## config.mk

```make
export PLATFORM = sky130hd
export DESIGN_NAME = sat_narrow
export DESIGN_NICKNAME = d
export VERILOG_FILES = /design/src/rtl/sat_narrow_pkg.sv /design/src/rtl/sat_skid.sv /design/src/rtl/sat_narrow.sv
export SDC_FILE = /design/constraint.sdc
export NUM_CORES = 1
export LEC_CHECK = 0
export ABC_AREA = 1
export CAP_MARGIN = 20
export CORE_MARGIN = 1
export CORE_UTILIZATION = 44
export CTS_CLUSTER_SIZE = 14
export DETAILED_ROUTE_END_ITERATION = 10
export MAX_ROUTING_LAYER = met4
export PLACE_DENSITY = 0.75
export SLEW_MARGIN = 20
export SYNTH_ARGS = -nofsm -noshare
export SYNTH_HDL_FRONTEND = slang
export SYNTH_SLANG_ARGS = --single-unit
```

## constraint.sdc

```tcl
create_clock -name i_clk -period 1.2 [get_ports i_clk]
set_input_delay 0.24 -clock i_clk [delete_from_list [all_inputs] [get_ports i_clk]]
set_output_delay 0.24 -clock i_clk [all_outputs]
set_load 0.005 [all_outputs]
```

## src/rtl/sat_narrow_pkg.sv

```systemverilog
// ============================================================================
//  Module : sat_narrow_pkg
//  Brief  : Shared types and helpers for the saturating signed narrower.
//           Provides the skid-buffer state encoding, the N-bit signed
//           clamp limits and the "sample fits in N bits" test.
//  Rev    : 1.0  initial release
// ============================================================================
`default_nettype none

package sat_narrow_pkg;

  // Skid buffer occupancy; explicit 2-bit encoding
  typedef enum logic [1:0] {
    SK_EMPTY = 2'd0,
    SK_ONE   = 2'd1,
    SK_FULL  = 2'd2
  } skid_state_e;

  // Largest / smallest N-bit signed values, held in 32-bit containers
  typedef struct packed {
    logic [31:0] max_v;
    logic [31:0] min_v;
  } sat_lim_t;

  // max = 2^(n-1)-1, min = -2^(n-1) (bitwise complement of max)
  function automatic sat_lim_t sat_limits(input int n);
    sat_lim_t r;
    r.max_v = (32'd1 << (n - 1)) - 32'd1;
    r.min_v = ~r.max_v;
    return r;
  endfunction

  // A sample fits in n bits when bits [m-1:n-1] are all copies of the sign
  function automatic logic fits(input logic [63:0] x, input int m, input int n);
    logic ok;
    logic sgn;
    ok  = 1'b1;
    sgn = x[m - 1];
    for (int i = n - 1; i < m; i++) begin
      if (x[i[5:0]] != sgn) ok = 1'b0;
    end
    return ok;
  endfunction

endpackage

`default_nettype wire

```

## src/rtl/sat_skid.sv

```systemverilog
// ============================================================================
//  Module : sat_skid
//  Brief  : Generic 2-entry valid/ready skid buffer with a registered
//           o_ready. Strict FIFO order; the head entry drives o_data.
//  Rev    : 1.0  initial release
// ============================================================================
`default_nettype none

module sat_skid
  import sat_narrow_pkg::*;
#(
  parameter int W = 5
) (
  input  logic         i_clk,
  input  logic         i_rst,
  input  logic         i_valid,
  output logic         o_ready,
  input  logic [W-1:0] i_data,
  output logic         o_valid,
  input  logic         i_ready,
  output logic [W-1:0] o_data
);

  skid_state_e  state_q, state_d;
  logic [W-1:0] head_q, head_d;
  logic [W-1:0] tail_q, tail_d;
  logic         ready_q, ready_d;
  logic         w_acc;
  logic         w_xfer;

  assign w_acc  = i_valid && ready_q;
  assign w_xfer = (state_q != SK_EMPTY) && i_ready;

  // State and storage registers; reset discards all buffered entries
  always_ff @(posedge i_clk) begin
    if (i_rst) begin
      state_q <= SK_EMPTY;
      head_q  <= '0;
      tail_q  <= '0;
      ready_q <= 1'b1;
    end else begin
      state_q <= state_d;
      head_q  <= head_d;
      tail_q  <= tail_d;
      ready_q <= ready_d;
    end
  end

  // Next-state and entry movement; FULL never sees an accept since ready is low
  always_comb begin
    state_d = state_q;
    head_d  = head_q;
    tail_d  = tail_q;
    case (state_q)
      SK_EMPTY: begin
        if (w_acc) begin
          head_d  = i_data;
          state_d = SK_ONE;
        end
      end
      SK_ONE: begin
        if (w_acc && w_xfer) begin
          head_d = i_data;
        end else if (w_acc) begin
          tail_d  = i_data;
          state_d = SK_FULL;
        end else if (w_xfer) begin
          state_d = SK_EMPTY;
        end
      end
      SK_FULL: begin
        if (w_xfer) begin
          head_d  = tail_q;
          state_d = SK_ONE;
        end
      end
      default: state_d = SK_EMPTY;
    endcase
    ready_d = (state_d != SK_FULL);
  end

  // Outputs come straight from registers
  always_comb begin
    o_valid = (state_q != SK_EMPTY);
    o_data  = head_q;
    o_ready = ready_q;
  end

endmodule

`default_nettype wire

```

## src/rtl/sat_narrow.sv

```systemverilog
// ============================================================================
//  Module : sat_narrow
//  Brief  : Streaming M->N bit signed narrower with saturation, skid-buffered
//           valid/ready handshake and saturation statistics (per-sample flag,
//           sticky flag, saturating event counter).
//  Rev    : 1.0  initial release
// ============================================================================
`default_nettype none

module sat_narrow
  import sat_narrow_pkg::*;
#(
  parameter int M     = 6,
  parameter int N     = 4,
  parameter int CNT_W = 8
) (
  input  logic             i_clk,
  input  logic             i_rst,
  input  logic             i_valid,
  output logic             o_ready,
  input  logic [M-1:0]     i_x,
  output logic             o_valid,
  input  logic             i_ready,
  output logic [N-1:0]     o_y,
  output logic             o_sat,
  output logic             o_sat_sticky,
  input  logic             i_clr_sticky,
  output logic [CNT_W-1:0] o_sat_cnt
);

  generate
    if (!(M > N) || (N < 2) || (M > 64)) begin : g_bad_params
      $error("sat_narrow: requires 2 <= N < M <= 64");
    end
  endgenerate

  localparam sat_lim_t         c_lim     = sat_limits(N);
  localparam logic [N-1:0]     c_y_max   = c_lim.max_v[N-1:0];
  localparam logic [N-1:0]     c_y_min   = c_lim.min_v[N-1:0];
  localparam logic [CNT_W-1:0] c_cnt_max = {CNT_W{1'b1}};
  localparam logic [CNT_W-1:0] c_cnt_one = {{(CNT_W-1){1'b0}}, 1'b1};

  logic [N-1:0]     w_y;
  logic             w_sat;
  logic             w_acc;
  logic             sticky_q, sticky_d;
  logic [CNT_W-1:0] cnt_q, cnt_d;

  // Clamp to the N-bit signed range instead of wrapping
  always_comb begin
    w_y   = i_x[N-1:0];
    w_sat = 1'b0;
    if (!fits({{(64-M){1'b0}}, i_x}, M, N)) begin
      w_sat = 1'b1;
      w_y   = i_x[M-1] ? c_y_min : c_y_max;
    end
  end

  assign w_acc = i_valid && o_ready;

  // Stats move at accept time; a saturating accept beats a same-cycle clear
  always_comb begin
    sticky_d = sticky_q;
    cnt_d    = cnt_q;
    if (w_acc && w_sat) begin
      sticky_d = 1'b1;
      if (cnt_q != c_cnt_max) cnt_d = cnt_q + c_cnt_one;
    end else if (i_clr_sticky) begin
      sticky_d = 1'b0;
    end
  end

  // Stats registers; only reset clears the counter
  always_ff @(posedge i_clk) begin
    if (i_rst) begin
      sticky_q <= 1'b0;
      cnt_q    <= '0;
    end else begin
      sticky_q <= sticky_d;
      cnt_q    <= cnt_d;
    end
  end

  assign o_sat_sticky = sticky_q;
  assign o_sat_cnt    = cnt_q;

  sat_skid #(
    .W (N + 1)
  ) u_skid (
    .i_clk   (i_clk),
    .i_rst   (i_rst),
    .i_valid (i_valid),
    .o_ready (o_ready),
    .i_data  ({w_sat, w_y}),
    .o_valid (o_valid),
    .i_ready (i_ready),
    .o_data  ({o_sat, o_y})
  );

endmodule

`default_nettype wire

```

==> metrics.md <==
| Metric | Value |
|---|---|
| Status | finished, violations left |
| Failing checks | negative setup slack |
| Die outline width | ~53 microns |
| Fin. Hold Viols | 0 |
| Post-synthesis sequential area ratio | around two fifths |
| First-pass GRT wire length | 4650 microns |
| Worst-margin pin slew | between 0.2 and 0.25 ns |
| Post-Syn Area | approximately 0.0012 sq mm |
| Max Freq | approximately 800 MHz |
| Mapped Nets | between 150 and 200 |
| Data required, critical path | between 1 and 1.5 ns |
| Pin count of the biggest net entering global routing | 12 |
| Max-slew headroom | 86.4% |
| Place WS | -0.379 ns |
| PnR worst setup slack | -0.0494 ns |
| ANT cells | 0 |
| VDD IR-drop max | around 0.0008 V |
| Via Count | around 1300 |
| Synth async-reset ratio | 0% |
| Cell taking the most area after synthesis | dfxtp_1 |
| Util after Layout | 74.3% |
| Fin crit period | ~1.2 ns |
| # IOs | 27 |
| Most frequent cell after synthesis | nand2_1 |
| Area share of the largest cell type after synthesis | 38.2% |
| Fraction of the mapped netlist area in simple logic gates | roughly 36% |
| Clock skew | 0.00371 ns |
| Post-Synthesis Cells | around 170 |
| Layout area overhead | 59.7% |
| RSZ-0062 raised after global routing | yes |
| Startpoint types | flop |
| Clk Latency, worst-skew pair | approximately 0.30 ns |
| Worst Setup End Kind | flop |
| Root Buffer Master | clkbuf_4 |
| Yosys cell types | 22 |
| CTS Buffer Depth | 2 |
| Post-synth top cells | nand2_1, dfxtp_1, inv_1 |
| Max-slew violations | 0 |
| Routability cong. | around 0.86 |
| Total power | between 1000 and 1500 uW |
| Post-Synth XOR/XNOR Area | ~2.3% |
| PortBufs | 26 |
| Final #Nets | 240 |
| Dpl hpwl | between 2000 and 2500 microns |
| Final Setup Violations | 3 |
| Syn Area/Cell | around 6.9 sq um |
| Fillers | 196 |
| Row count | 18 |
| Post-DR vias/cell | around 4.9 |
| Die area | approximately 0.0028 sq mm |
| All-Layer GR Usage | a little under a quarter |
| WS Path Type | reg -> reg |
| Drt wl/cell | around 11 microns |
| Initial DRC Count | 30 |
| YS warnings | 0 |
| Vias in the first global route | about 1100 |
| PD cells | 807 mW/mm^2 |
| Critical path peak fanout | 7 |
| Synthesis-stage register bit count | 22 |
| Initial antenna violation count | 0 |
| Pre-antenna DRT Iters | 4 |
| Congestion Overflow GR | 0 |
| Share of layout cells above drive strength 1 | between 40 and 50% |
| Die Span Y | about 53 microns |
| Max-cap violations | 0 |
| Post-synth EDFFs | 0 |
| CTS tree | built |
| Mux cell area share after synthesis | 0% |
| Post-route clock period utilization | 104% |
| Initial Util | between 40% and 50% |
| Area contributors post-synth | dfxtp_1, nand2_1, a21oi_1 |
| ANT nets after route | 0 |
| Clock-pin transition on the worst setup and hold timing paths | 0.12 ns |
| Crit path DAT | 1.49 ns |
| Routed WL | approximately 2900 microns |
| Synth Area in Compound Gates | roughly an eighth |
| DRC | 0 |
| Number of buffers created by CTS | 3 |
| Largest family of logic cells by synthesized area | simple AND/OR/NAND/NOR gates |
| Post-route setup TNS | -0.0803 ns |
| H-tree depth | 1 |
| Leakage | 0.000929 uW |
| Worst hold path class | in -> reg |
| Placement Cell Area | ~0.0016 sq mm |
| Clk sink count | 22 |
| Adder-cell share of the synthesized area | around 1.1% |
| Finished Cell Area | roughly 0.0018 sq mm |
| Core Box Area | 0.00248 sq mm |
| Top_reg_cell synth | dfxtp_1 |
path summary, 6_finish.rpt:
| path | slack (ns) | start | end | cells after the start |
|---|---|---|---|---|
| setup / recovery | -0.05 | o_sat_cnt[1]$_SDFFE_PP0P_ | o_sat_cnt[0]$_SDFFE_PP0P_ | 8 |
| hold / removal | 0.28 | i_valid | u_skid.state_q[0]$_SDFF_PP0_ | 4 |
| setup reg to reg | -0.05 | o_sat_cnt[1]$_SDFFE_PP0P_ | o_sat_cnt[0]$_SDFFE_PP0P_ | 8 |
| hold reg to reg | 0.47 | o_sat_sticky$_SDFFE_PP0P_ | o_sat_sticky$_SDFFE_PP0P_ | 2 |
report_power, final:
group          internal [uW]  switching [uW]  leakage, uW
Sequential               769            22.3     0.000186
Combinational            176             178     0.000729
Clock                    117             224    0.0000138
Total                   1060             424     0.000929
layer usage:
| metal | GRT usage [%] | wire (microns) | up-vias |
|---|---|---|---|
| li1 | - | - | 644 |
| met1 | 25.7 | 1220 | 586 |
| met2 | 41.4 | 1530 | 26 |
| met3 | 2.87 | 72 | 8 |
| met4 | 12.3 | 73 | 0 |
| met5 | - | 0 | - |
flip-flops by register name (all words and copies together), names as in the netlist:
name            flops
o_sat_cnt           8
u_skid.tail_q       5
u_skid.state_q      2
u_skid.o_ready      1
u_skid.o_data       5
o_sat_sticky        1
worst max-delay path, cell delays in order (launching register included):
cell and delay [ns]:
dfxtp_4 0.38, ha_4 0.17, nand3_4 0.06, inv_2 0.04
nand2_4 0.08, inv_2 0.05, nor2_4 0.17, nand2_1 0.11
a21oi_2 0.14
layout make-up:
class	instances	area [sq um]	share of cell area [%]
Timing Repair Buffer	58	500	27.2
Inverter	28	113	6.12
Multi-Input combinational cell	115	701	38.1
Sequential cell	22	467	25.4
Clock buffer	3	22.5	1.22
Tap cell	30	37.5	2.04
kinds of logic after synthesis:
family | count (synthesis)
and+or+nand+nor | 84
buffers and inverters | 29
AOI/OAI and AO/OA | 27
DFF | 22
xor gates and xnor gates | 3
adders and majority gates | 1
through the flow:
step | hold slack [ns] | instances
floorplan | 0.302 | 166
global placement | 0.451 | 241
detailed placement | 0.474 | 241
CTS | 0.432 | 253
global route | 0.291 | 256
finish | 0.279 | 256
cell usage in the layout (no fill, tap or decap), drive strengths merged:
| cell | n |
|---|---|
| dlygate4sd2 | 15 |
| nand4 | 3 |
| nand3 | 12 |
| clkdlybuf4s15 | 1 |
| inv | 28 |
| dlymetal6s2s | 3 |
| xor2 | 1 |
| nand2 | 55 |
| xnor2 | 2 |
| dfxtp | 22 |
| ha | 1 |
| clkdlybuf4s50 | 6 |
| nand3b | 1 |
| clkbuf | 4 |
| nor2 | 13 |
| a21oi | 18 |
| o21ai | 9 |
| buf | 32 |
what timing repair did:
action	in CTS	in global routing
endpoints found under the setup margin	27	21
gates resized for setup	38	28
hold buffers	0	0
gates cloned	0	0
pin swaps	5	7
buffers inserted	9	3
hold endpoints to repair	0	0
Note: power is estimated with default switching activity, not from simulation.
